==> src/rtl/jk_drive_chk_fifo.sv <==
// Single-bit target FIFO; pointers carry an extra wrap bit for full/empty.
module jk_tgt_fifo #(
    parameter int unsigned DEPTH = 4
) (
    input  logic clk,
    input  logic rst,
    input  logic push,
    input  logic push_bit,
    input  logic pop,
    output logic pop_bit,
    output logic full,
    output logic empty
);

    localparam int unsigned AW = $clog2(DEPTH);

    logic [DEPTH-1:0] mem;
    logic [AW:0]      wptr;
    logic [AW:0]      rptr;
    logic             push_ok;
    logic             pop_ok;

    assign empty   = (wptr == rptr);
    assign full    = (wptr[AW] != rptr[AW]) && (wptr[AW-1:0] == rptr[AW-1:0]);
    assign push_ok = push & ~full;
    assign pop_ok  = pop & ~empty;
    assign pop_bit = mem[rptr[AW-1:0]];

    // Storage write; contents need no reset since pointers gate visibility
    always_ff @(posedge clk) begin
        if (push_ok) begin
            mem[wptr[AW-1:0]] <= push_bit;
        end
    end

    // Pointer advance on accepted push / pop
    always_ff @(posedge clk) begin
        if (rst) begin
            wptr <= '0;
            rptr <= '0;
        end else begin
            if (push_ok) begin
                wptr <= wptr + (AW+1)'(1);
            end
            if (pop_ok) begin
                rptr <= rptr + (AW+1)'(1);
            end
        end
    end

endmodule

==> config.mk <==
export PLATFORM = sky130hd
export DESIGN_NAME = jk_tgt_fifo
export DESIGN_NICKNAME = d
export VERILOG_FILES = /design/src/rtl/jk_drive_chk_fifo.sv
export SDC_FILE = /design/constraint.sdc
export NUM_CORES = 1
export LEC_CHECK = 0
export ABC_AREA = 1
export BUFFER_PORTS_ARGS = -buffer_cell sky130_fd_sc_hd__buf_2
export CORE_AREA = 4 4 41 43
export DETAILED_ROUTE_END_ITERATION = 12
export DIE_AREA = 0 0 45 47
export GPL_ROUTABILITY_DRIVEN = 0
export MAX_ROUTING_LAYER = met4
export PLACE_DENSITY_LB_ADDON = 0.08
export SYNTH_ARGS = -nofsm -noshare
export SYNTH_HDL_FRONTEND = slang
export SYNTH_SLANG_ARGS = --single-unit
==> constraint.sdc <==
create_clock -name clk -period 1.4 [get_ports clk]
set_clock_uncertainty 0.2 [all_clocks]
set_input_delay 0.07 -clock clk [delete_from_list [all_inputs] [get_ports clk]]
set_output_delay 0.07 -clock clk [all_outputs]
set_load 0.02 [all_outputs]
* Word level (Yosys, flattened, before mapping)
Index checks and enable logic that the tools add are counted.
Word-level totals: bits of input ports 5, register bits 10, bits in writable memories 0, logic and storage cells 22, output and inout port bits 3, memories kept 0, latch bits 0, bits in read-only memories 0
Operators by class: reduce and logical (&&, ||, !) cells 2, add/sub/neg operators 2, eq/ne operators 3, bitwise operators 4, div/mod/pow operators 0, magnitude comparators 3, multipliers 0, muxes and demuxes 5, shift operators 0
Operators with widths (number):
- $add A3 B1 Y3 const B | 2
- $lt A2 B3 Y1 const B | 2
- $bwmux W4 | 1
- $eq A3 B3 Y1 | 1
- $and A1 B1 Y1 | 2
- $bmux W1 S2 | 1
- $demux W1 S2 | 1
- $eq A2 B2 Y1 | 1
- $ge A2 B1 Y1 const B | 1
- $logic_and A1 B1 Y1 | 2
- $mux W1 | 2
- $not A1 Y1 | 2
- $ne A1 B1 Y1 | 1

* Depth between registers and ports, before layout
Gate-level depths: netlist (run 1).
depth in word-level cells 5, mapped depth 7, gate-level depth less buffers 7

* Worst setup path before layout (run 1)
No wires, ideal clock.
kind flip-flop to flip-flop, start reg rptr[0], end reg mem[0] (enable), data required time 0.901 ns, setup slack -0.018 ns, stages on the path, launching flop included 7, period minus slack after synthesis 1.418 ns, path buffers 0, data arrival time 0.920 ns, setup time 0.299 ns, cells stage by stage dfxtp_1 > inv_1 > nand2_1 > nand2_2 > nand3_2 > nand2_1 > nor2_1
Between the ends: word-level cells in the longest chain between the ends 4
Ends and longest elaborated chain:
- start, declared | line 19 | logic [AW:0] rptr;
- start signal, assigned | line 46 | rptr <= rptr + (AW+1)'(1);
- $eq A2 B2 Y1 | line 24 | assign full = (wptr[AW] != rptr[AW]) && (wptr[AW-1:0] == rptr[AW-1:0]);
- $logic_and A1 B1 Y1 | line 24
- $not A1 Y1 | line 25 | assign push_ok = push & ~full;
- $and A1 B1 Y1 | line 25
- end signal, assigned by index | line 32 | mem[wptr[AW-1:0]] <= push_bit;
- end, declared | line 17 | logic [DEPTH-1:0] mem;
Every way passes these cells. A chain may end at the register's enable or synchronous reset.

* Worst setup path after layout (run 1)
start reg rptr[1], end out full
Between the ends: word-level cells in the longest chain between the ends 2
Ends and longest elaborated chain:
- $eq A2 B2 Y1 | line 24
- $logic_and A1 B1 Y1 | line 24
- end, declared | line 11 | output logic full,
Every way passes these cells.

==> results.ini, run 1 <==
[logic_synthesis]
synth_warnings = 0
yosys.cell_types.count = 12
ys_ff_latch = 10
synth_common_cells = sky130_fd_sc_hd__nand2_1 (21), sky130_fd_sc_hd__inv_1 (16), sky130_fd_sc_hd__nor2_1 (9)
syn-instance-count = 79
yosysSeqAreaShare_pct = 40.6
synth_area_leaders = sky130_fd_sc_hd__dfxtp_1 (20%), sky130_fd_sc_hd__edfxtp_1 (20%), sky130_fd_sc_hd__nand2_1 (13%)
number_of_flops_mapped_to_enable_cells_by_yosys = 4
synth_most_common_cell = sky130_fd_sc_hd__nand2_1
synth_top_cell_area_share_pct = 20.3
synthFlopType = sky130_fd_sc_hd__dfxtp_1
mappedNetlistNets = 89
syn_avg_cell_area_um2 = 7.49
synthDominantAreaCellType = sky130_fd_sc_hd__dfxtp_1
ys_async_sr_fraction_pct = 0
syn_area_um2 = 592

[die]
die_area_mm2 = 0.00212
placeableCoreArea_mm2 = 0.00130
std_cell_rows = 13
boundaryPins = 8
die_w_um = 45
initial_utilization_pct = 45.5
die_h_um = 47

[sta]
timing.max_slew.rel_slack_pct = 84.9
timing.final.max_slew_violations = 0
min_period_over_period_pct = 105
hold_vio_cnt_final = 0
fmaxAchievable_mhz = 680
postLayoutSetupSlackWorst_ns = -0.0712
fin_hold_ws_ns = 0.305
setup_viol_count_final = 8
tightestPinTransition_ns = 0.226
finalCriticalPeriod_ns = 1.47
grt_setup_unrepaired = yes
totalNegativeSetupSlack_ns = -0.310

[cts]
clock_tree.root_cell = sky130_fd_sc_hd__clkbuf_4
cts.sinks = 10
cts_tree = built
clk_pin_slew_worst_paths_ns = 0.07
cts-buffers-inserted = 3
clk-insertion-delay-late_ns = 0.26
cts-htree-levels = 1
cts-root-to-sink-buffers = 2

[pwr]
post-layout-total-power_w = 0.000965
leakagePower_nw = 0.464
pwr_density_cell_mw_per_mm2 = 996
ir_drop_uv = 582

[placement]
post-dp-hpwl_um = 898
placed_area_um2 = 723
placement.io_buffers = 7
post-place-cells = 111

[hold_path]
hold_class = reg2reg
hold_path.startpoint = rptr[2]$_SDFFE_PP0P_

[global_route]
first_global_vias = 546
grt_first_pass_wirelength_um = 2200
global_routing_usage_summed_across_all_routing_layers_pct = 15.4
grt.overflow.total = 0
number_of_antenna_violations_at_the_first_check_in_global_routing = 0
maximum_number_of_pins_on_one_net_before_global_route_repair = 7

[drt]
drt-wirelength-per-cell_um = 10.8
remaining_drc_errors = 0
final_routed_wirelength_um = 1350
routed-via-count = 580
antenna_left = 0
routed_via_density = 4.64
first_iter_violations = 1
detail_route.first_pass.iterations = 3

[setup_path]
setup.worst_path.class = reg2out
crit_start = rptr[1]$_SDFFE_PP0P_
startpoint_of_the_lowest_slack_register_to_register_path = rptr[1]$_SDFFE_PP0P_
cp-end-kind = primary output
critical_path.max_fanout = 2
timing.critical_path.arrival_ns = 1.20
crit_path_start_kind = flop
cp.required_ns = 1.13

[final_layout]
flow.area_growth_from_synthesis_pct = 63.6
finalNonFillerCells = 125
final_layout_size_suffix_gt1_share_pct = 54.5
finalNetCount = 121
design_area_um2 = 968
antenna_diodes = 0

[status]
status = finished, violations left
violated_checks = negative setup slack

[job]
drv.max_cap_violation_count = 0

## logic make-up (layout without fill, tap and decap cells)
group | count (synthesis) | in the layout | share of synthesized area, %
AND/OR/NAND/NOR | 39 | 39 | 28.5
buffers and inverters | 16 | 47 | 10.1
flip-flops | 10 | 10 | 40.6
AO/OA/AOI/OAI | 8 | 8 | 7.40
adder cells (fa/ha/maj) | 5 | 5 | 10.6
XOR/XNOR | 1 | 1 | 2.75
## through the flow
stage,utilization [%],setup slack [ns]
final,74.4,-0.0712
after global routing,74.4,-0.143
after CTS,68.0,-0.0859
after detailed placement,55.6,-0.00500
after global placement,55.6,0.0113
after floorplan,-,0.0429
## cell type report
cell class | instances | area [um^2]
Multi-Input combinational cell | 53 | 375
Fill cell | 105 | 333
Sequential cell | 10 | 255
Timing Repair Buffer | 27 | 233
Inverter | 16 | 60.1
Clock buffer | 3 | 22.5
Tap cell | 15 | 18.8
Clock inverter | 1 | 3.75
## worst paths after layout
| check | end | depth (start not counted) | slack, ns |
|---|---|---|---|
| setup / recovery | full | 5 | -0.07 |
| hold reg to reg | rptr[2]$_SDFFE_PP0P_ | 2 | 0.30 |
| setup reg to reg | wptr[0]$_SDFFE_PP0P_ | 6 | -0.06 |
| hold / removal | rptr[2]$_SDFFE_PP0P_ | 2 | 0.30 |
## timing repair
action / in CTS / in global routing
pin swaps: 5 / 8
buffers inserted: 4 / 2
hold buffers: 4 / 0
gates resized for setup: 23 / 21
endpoints found under the hold margin: 10 / 0
setup endpoints to repair: 6 / 13
## sequential cells by signal, indices dropped and copies added, names as in the netlist
signal / flops
rptr: 3
wptr: 3
mem: 4
## metal layers
| layer | global-route usage, % | wire length, um | vias to the layer above |
|---|---|---|---|
| met5 | - | 0 | - |
| met4 | 8.77 | 28 | 0 |
| met3 | 3.45 | 47 | 4 |
| met2 | 23.7 | 711 | 9 |
| met1 | 18.3 | 559 | 256 |
| li1 | - | - | 311 |
## where the power goes
part / switching, W / total (W) / internal (W)
Combinational: 0.000195 / 0.000409 / 0.000215
Clock: 0.0000982 / 0.000201 / 0.000103
Sequential: 0.0000262 / 0.000355 / 0.000328
## placed cells by master (no fill, tap or decap), drive strengths merged, types with 3 or more instances in the layout
cell type	count
buf	23
nand2	22
inv	16
nor2	9
nand3	8
a21oi	7
dfxtp	6
ha	5
dlygate4sd3	4
edfxtp	4
clkbuf	3
## critical path, stage by stage (launching register included)
cell	delay [ns]
sky130_fd_sc_hd__dfxtp_4	0.37
sky130_fd_sc_hd__xnor2_4	0.19
sky130_fd_sc_hd__nand3_2	0.11
sky130_fd_sc_hd__buf_6	0.13
sky130_fd_sc_hd__inv_2	0.04
sky130_fd_sc_hd__buf_6	0.10
Power figures use the tool's default switching activity.
==> run 2, diff against run 1 <==
ABC_AREA = not set   (was 1)
PLACE_DENSITY = 0.73   (was not set)
PLACE_DENSITY_LB_ADDON = not set   (was 0.08)
clock period = 1.5 ns   (was 1.4 ns; I/O delays follow)
==> run 2 against run 1 <==
  * The run still ends with negative setup slack left
  * Core utilization up 11 points
  * Critical path type unchanged
  * Die area is the same
  * Synthesized cell count fell by 6.3%
  * Non-clock buffer count increased by 6
  * First-iteration DRC count grew to 28 times the previous value
  * Register-to-register slack improved by 0.02 ns
  * Critical path depth did not move
  * Combinational power grew 140%
  * Wire length increased by 48%
  * Critical endpoint unchanged
  * Sequential share of layout area fell by 3.8 points
  * Clock power grew 3%
  * Count of clock-buffer cells in the layout stayed put
==> results.ini, run 2 <==
[logic_synthesis]
syn_avg_cell_area_um2 = 9.49
synthDominantAreaCellType = sky130_fd_sc_hd__dfxtp_1
synth_top_cell_area_share_pct = 17.1
mappedNetlistNets = 84
number_of_flops_mapped_to_enable_cells_by_yosys = 4
ys_async_sr_fraction_pct = 0
ys_ff_latch = 10
synth_most_common_cell = sky130_fd_sc_hd__dfxtp_1
yosys.cell_types.count = 28
yosysSeqAreaShare_pct = 34.2
synth_warnings = 0
synth_common_cells = sky130_fd_sc_hd__dfxtp_1 (6), sky130_fd_sc_hd__ha_1 (5), sky130_fd_sc_hd__inv_1 (5), sky130_fd_sc_hd__nand4_1 (5), sky130_fd_sc_hd__o21ai_0 (5)
syn-instance-count = 74
syn_area_um2 = 702
synth_area_leaders = sky130_fd_sc_hd__dfxtp_1 (17%), sky130_fd_sc_hd__edfxtp_1 (17%), sky130_fd_sc_hd__ha_1 (8.9%)
synthFlopType = sky130_fd_sc_hd__dfxtp_1

[setup_path]
crit_start = rptr[1]$_SDFFE_PP0P_
worst_r2r_endpoint = rptr[2]$_SDFFE_PP0P_
reg2reg_slack_ns = -0.04
critical_path.max_fanout = 6
timing.critical_path.arrival_ns = 1.41
cp-end-kind = primary output
reg2regPathDepth = 6
startpoint_of_the_lowest_slack_register_to_register_path = rptr[0]$_SDFFE_PP0P_
crit_path_start_kind = flop
cp.required_ns = 1.22
setup.worst_path.class = reg2out

[final_layout]
layout.cells.most_common_list = sky130_fd_sc_hd__buf_4 (18), sky130_fd_sc_hd__buf_6 (7), sky130_fd_sc_hd__inv_1 (5), sky130_fd_sc_hd__nand4_1 (5)
final_layout_size_suffix_gt1_share_pct = 47.7
flow.area_growth_from_synthesis_pct = 57.6
design_area_mm2 = 0.00111
finalNetCount = 118
mostFrequentLayoutCell = sky130_fd_sc_hd__buf_4
postLayoutCoreUtil_pct = 85.0
largest_register_ff_count = 4
antenna_diodes = 0

[global_route]
grt_first_pass_wirelength_um = 3060
maximum_number_of_pins_on_one_net_before_global_route_repair = 13
first_global_vias = 703
number_of_antenna_violations_at_the_first_check_in_global_routing = 0
grt.overflow.total = 0
global_routing_usage_summed_across_all_routing_layers_pct = 21.4

[pwr]
power_frac_comb_pct = 62.6
power.internal_w = 0.000951
p_sw_share_pct = 39.1
leakagePower_nw = 0.430
switchingPower_w = 0.000611
pwr_density_cell_mw_per_mm2 = 1410
power.sequential.fraction_pct = 24.1
post-layout-total-power_w = 0.00156
power.clock.fraction_pct = 13.2
ir_drop_uv = 802

[sta]
hold_vio_cnt_final = 0
min_period_over_period_pct = 113
grt_setup_unrepaired = yes
timing.max_slew.rel_slack_pct = 82.8
setup_viol_count_final = 5
tightestPinTransition_ns = 0.255
fmaxAchievable_mhz = 593
fin_hold_ws_ns = 0.370
timing.final.max_slew_violations = 0
finalCriticalPeriod_ns = 1.69
postLayoutSetupSlackWorst_ns = -0.188

[status]
status = finished, violations left
violated_checks = negative setup slack

[drt]
drt-wirelength-per-cell_um = 16.3
final_routed_wirelength_um = 1990
remaining_drc_errors = 0
antenna_left = 0
routed-via-count = 711
first_iter_violations = 28
detail_route.first_pass.iterations = 4
routed_via_density = 5.83

[die]
placeableCoreArea_mm2 = 0.00130
die_area_mm2 = 0.00212
die_h_um = 47
boundaryPins = 8
die_w_um = 45
std_cell_rows = 13
initial_utilization_pct = 53.9

[job]
drv.max_cap_violation_count = 0

[cts]
clk_pin_slew_worst_paths_ns = 0.07
cts-root-to-sink-buffers = 2
clock_tree.root_cell = sky130_fd_sc_hd__clkbuf_4
cts-htree-levels = 1
cts.sinks = 10
cts_tree = built
clk-insertion-delay-late_ns = 0.28
cts-buffers-inserted = 3

[placement]
placement.io_buffers = 7
post-dp-hpwl_um = 1280
pre_cts_ws_ns = -0.0795
placed_area_um2 = 878

[hold_path]
whs_path_depth = 2
worst_hold_path.endpoint = mem[2]$_DFFE_PP_
hold_class = in2reg
hold_path.startpoint = push_bit

## run 2: logic make-up (layout without fill, tap and decap cells)
| kind of cell | Yosys count | after routing | synth area share [%] |
|---|---|---|---|
| AND/OR/NAND/NOR | 27 | 27 | 23.0 |
| AO/OA/AOI/OAI | 16 | 16 | 15.0 |
| flip-flops | 10 | 10 | 34.2 |
| buffers and inverters | 9 | 42 | 6.59 |
| XOR/XNOR | 6 | 6 | 8.56 |
| adder cells (fa/ha/maj) | 5 | 5 | 8.91 |
| multiplexers | 1 | 1 | 3.74 |
## run 2: layer usage
layer,track usage (%),vias up,share of wire (%)
li1,-,343,-
met1,23.2,340,40
met2,37.0,21,53
met3,3.83,7,4.6
met4,11.7,0,2.6
met5,-,-,0
## run 2: layout make-up
type | instances | area (um^2)
well taps | 15 | 18.8
repair buffers | 33 | 274
clock buffers | 3 | 22.5
fillers | 68 | 195
flip-flops and latches | 10 | 249
clock inverters | 1 | 3.75
inverters | 5 | 18.8
multi-input cells | 55 | 519
## run 2: critical path, cell delays in order, from the launching register on
cell and delay (ns):
sky130_fd_sc_hd__dfxtp_4 0.39, sky130_fd_sc_hd__xnor2_2 0.25, sky130_fd_sc_hd__buf_4 0.21, sky130_fd_sc_hd__nand2_8 0.07
sky130_fd_sc_hd__nor2_4 0.10, sky130_fd_sc_hd__buf_6 0.12
## run 2: timing repair
| item | in CTS | in global routing |
|---|---|---|
| hold endpoints to repair | 7 | 0 |
| endpoints found under the setup margin | 10 | 11 |
| pin swaps | 3 | 6 |
| setup buffers | 3 | 1 |
| hold buffers | 4 | 0 |
| gates resized for setup | 14 | 20 |
| cloned | 0 | 0 |
## run 2: worst max path at each step
stage	to	slack (ns)	cells after the start
3_5_place_dp	rptr[2]$_SDFFE_PP0P_	-0.08	4
2_1_floorplan	mem[0]$_DFFE_PP_	0.009	4
6_report	full	-0.19	5
4_1_cts	pop_bit	-0.13	3
5_1_grt	full	-0.22	5
3_3_place_gp	rptr[2]$_SDFFE_PP0P_	-0.05	4
## run 2: power by group through the flow
stage / sequential (W) / combinational, W / clock [W]
2_1_floorplan: 0.000357 / 0.000379 / 0
3_3_place_gp: 0.000366 / 0.000601 / 0
3_5_place_dp: 0.000368 / 0.000617 / 0
4_1_cts: 0.000369 / 0.000745 / 0.000207
5_1_grt: 0.000382 / 0.00104 / 0.000221
6_report: 0.000377 / 0.000978 / 0.000207
## run 2: stage by stage
stage,TNS (ns),instances
detailed placement,-0.306,110
finish,-0.535,122
global route,-1.03,122
floorplan,0,74
CTS,-0.523,121
global placement,-0.0831,110
==> run 3, diff against run 2 <==
CTS_BUF_LIST = sky130_fd_sc_hd__clkbuf_16   (was not set)
==> run 3 against run 2 <==
  * Final area up 3.4%
  * The flow still finishes with violations (negative setup slack)
  * Total power increased by 16%
  * Non-clock buffer count decreased by 2
  * First-iteration DRC count shrank 39%
  * Count of clock-buffer cells in the layout stayed put
==> results.ini, run 3 (same netlist as run 2, synthesis figures left out) <==
[final_layout]
flow.area_growth_from_synthesis_pct = 62.9
fillCellCount = 60
final_layout_size_suffix_gt1_share_pct = 49.5
layout.cells.most_common_list = sky130_fd_sc_hd__buf_4 (16), sky130_fd_sc_hd__buf_6 (9), sky130_fd_sc_hd__inv_1 (5), sky130_fd_sc_hd__nand4_1 (5), sky130_fd_sc_hd__ha_1 (5)
mostFrequentLayoutCell = sky130_fd_sc_hd__buf_4
antenna_diodes = 0
finalNonFillerCells = 120
finalNetCount = 116
largest_register_ff_count = 4

[drt]
routed-via-count = 725
remaining_drc_errors = 0
drt-wirelength-per-cell_um = 18.8
first_iter_violations = 17
routed_via_density = 6.04
antenna_left = 0
final_routed_wirelength_um = 2250
detail_route.first_pass.iterations = 4

[global_route]
first_global_vias = 724
maximum_number_of_pins_on_one_net_before_global_route_repair = 13
number_of_antenna_violations_at_the_first_check_in_global_routing = 0
global_routing_usage_summed_across_all_routing_layers_pct = 23.2
grt.overflow.total = 0
grt_first_pass_wirelength_um = 3280

[hold_path]
hold_class = in2reg
worst_hold_path.endpoint = rptr[1]$_SDFFE_PP0P_
whs_path_depth = 3
hold_path.startpoint = pop

[pwr]
pwr_density_cell_mw_per_mm2 = 1580
switchingPower_w = 0.000626
leakagePower_nw = 0.452
power.internal_w = 0.00118
post-layout-total-power_w = 0.00181
p_sw_share_pct = 34.6
power_frac_comb_pct = 52.4
power.clock.fraction_pct = 26.1
power.sequential.fraction_pct = 21.5
ir_drop_uv = 1190

[setup_path]
crit_path_cell_trace = buf_6, xnor2_4, buf_6, nand2_4, nor2_4, buf_6
crit_path_start_kind = flop
critical_path.max_fanout = 3
worst_r2r_endpoint = rptr[2]$_SDFFE_PP0P_
cp-end-kind = primary output
cp.required_ns = 1.22
reg2regPathDepth = 6
startpoint_of_the_lowest_slack_register_to_register_path = wptr[0]$_SDFFE_PP0P_
setup.worst_path.class = reg2out
critical-path-top-cell-by-count = sky130_fd_sc_hd__buf_6
timing.critical_path.max_delay_family = buffers and inverters
timing.critical_path.arrival_ns = 1.34
cp_num_buf_inv = 3
reg2reg_slack_ns = -0.05
critPathSlowestCell = sky130_fd_sc_hd__dfxtp_2
critPathMaxStageDelay_ns = 0.33

[sta]
timing.final.max_slew_violations = 0
timing.max_slew.rel_slack_pct = 82.7
setup_viol_count_final = 8
tightestPinTransition_ns = 0.255
grt_setup_unrepaired = yes
postLayoutSetupSlackWorst_ns = -0.117
min_period_over_period_pct = 108
hold_vio_cnt_final = 0
finalCriticalPeriod_ns = 1.62
fmaxAchievable_mhz = 618

[die]
boundaryPins = 8
initial_utilization_pct = 53.9
std_cell_rows = 13
die_area_mm2 = 0.00212
die_w_um = 45
placeableCoreArea_mm2 = 0.00130
die_h_um = 47

[cts]
cts_tree = built
clock_tree.root_cell = sky130_fd_sc_hd__clkbuf_16
cts-htree-levels = 1
cts-root-to-sink-buffers = 2
clk_pin_slew_worst_paths_ns = 0.04
cts.sinks = 10
clk-insertion-delay-late_ns = 0.23
cts-buffers-inserted = 3

[status]
status = finished, violations left
violated_checks = negative setup slack

[placement]
pre_cts_ws_ns = -0.0795
post-dp-hpwl_um = 1280
placement.io_buffers = 7
post-place-cells = 110

[job]
drv.max_cap_violation_count = 0

-- run 3: cell count changes in the layout (fill, tap and decap cells not counted), sizes merged --
| cell | delta |
|---|---|
| dlygate4sd3 | -2 |
-- run 3: routing by layer --
layer	vias to the layer above	GRT usage [%]	part of all wire (%)
li1	339	-	-
met1	349	26.5	41
met2	29	37.3	51
met3	8	7.28	5.4
met4	0	9.94	2.4
met5	-	-	0
-- run 3: power groups by stage --
stage	clock network (W)	registers [W]	logic, W
floorplan	0	0.000357	0.000379
global placement	0	0.000366	0.000601
detailed placement	0	0.000368	0.000617
CTS	0.000487	0.000373	0.000752
global route	0.000490	0.000397	0.00101
finish	0.000473	0.000390	0.000948
-- run 3: layout make-up --
class | count | area, um^2 | share of cell area, %
repair buffers | 31 | 262 | 22.9
multi-input cells | 55 | 513 | 44.9
clock buffers | 3 | 75.1 | 6.56
clock inverters | 1 | 3.75 | 0.328
inverters | 5 | 18.8 | 1.64
well taps | 15 | 18.8 | 1.64
flip-flops and latches | 10 | 253 | 22.1
-- run 3: through the flow --
| stage | hold WS [ns] | setup TNS (ns) | area [um^2] | util [%] |
|---|---|---|---|---|
| 2_1_floorplan | -0.0261 | 0 | 721 | - |
| 3_3_place_gp | 0.0891 | -0.0831 | 878 | 67.5 |
| 4_1_cts | 0.0145 | -0.515 | 1030 | 79.5 |
| 5_1_grt | 0.0648 | -0.679 | 1140 | 87.9 |
| 3_5_place_dp | 0.0973 | -0.306 | 878 | 67.5 |
| 6_report | 0.0365 | -0.402 | 1140 | 87.9 |
-- run 3: timing repair --
| action | in CTS | in global routing |
|---|---|---|
| setup buffers | 3 | 1 |
| hold buffers | 2 | 0 |
| endpoints found under the setup margin | 10 | 11 |
| endpoints found under the hold margin | 7 | 0 |
| gates resized for setup | 16 | 22 |
| pin swaps | 4 | 7 |
-- run 3: how the worst max path moves through the flow --
stage | slack (ns) | cells past startpoint | to | from
floorplan | 0.009 | 4 | mem[0]$_DFFE_PP_ | rptr[1]$_SDFFE_PP0P_
global placement | -0.05 | 4 | rptr[2]$_SDFFE_PP0P_ | rptr[1]$_SDFFE_PP0P_
detailed placement | -0.08 | 4 | rptr[2]$_SDFFE_PP0P_ | rptr[1]$_SDFFE_PP0P_
CTS | -0.1 | 3 | pop_bit | rptr[0]$_SDFFE_PP0P_
global route | -0.15 | 6 | full | wptr[0]$_SDFFE_PP0P_
finish | -0.12 | 6 | full | wptr[0]$_SDFFE_PP0P_
-- run 3: tightest hold or removal path, delay by kind of cell --
| kind | cells | cell delay [ns] |
|---|---|---|
| buffers and inverters | 1 | 0.14 |
| AO/OA/AOI/OAI | 2 | 0.20 |
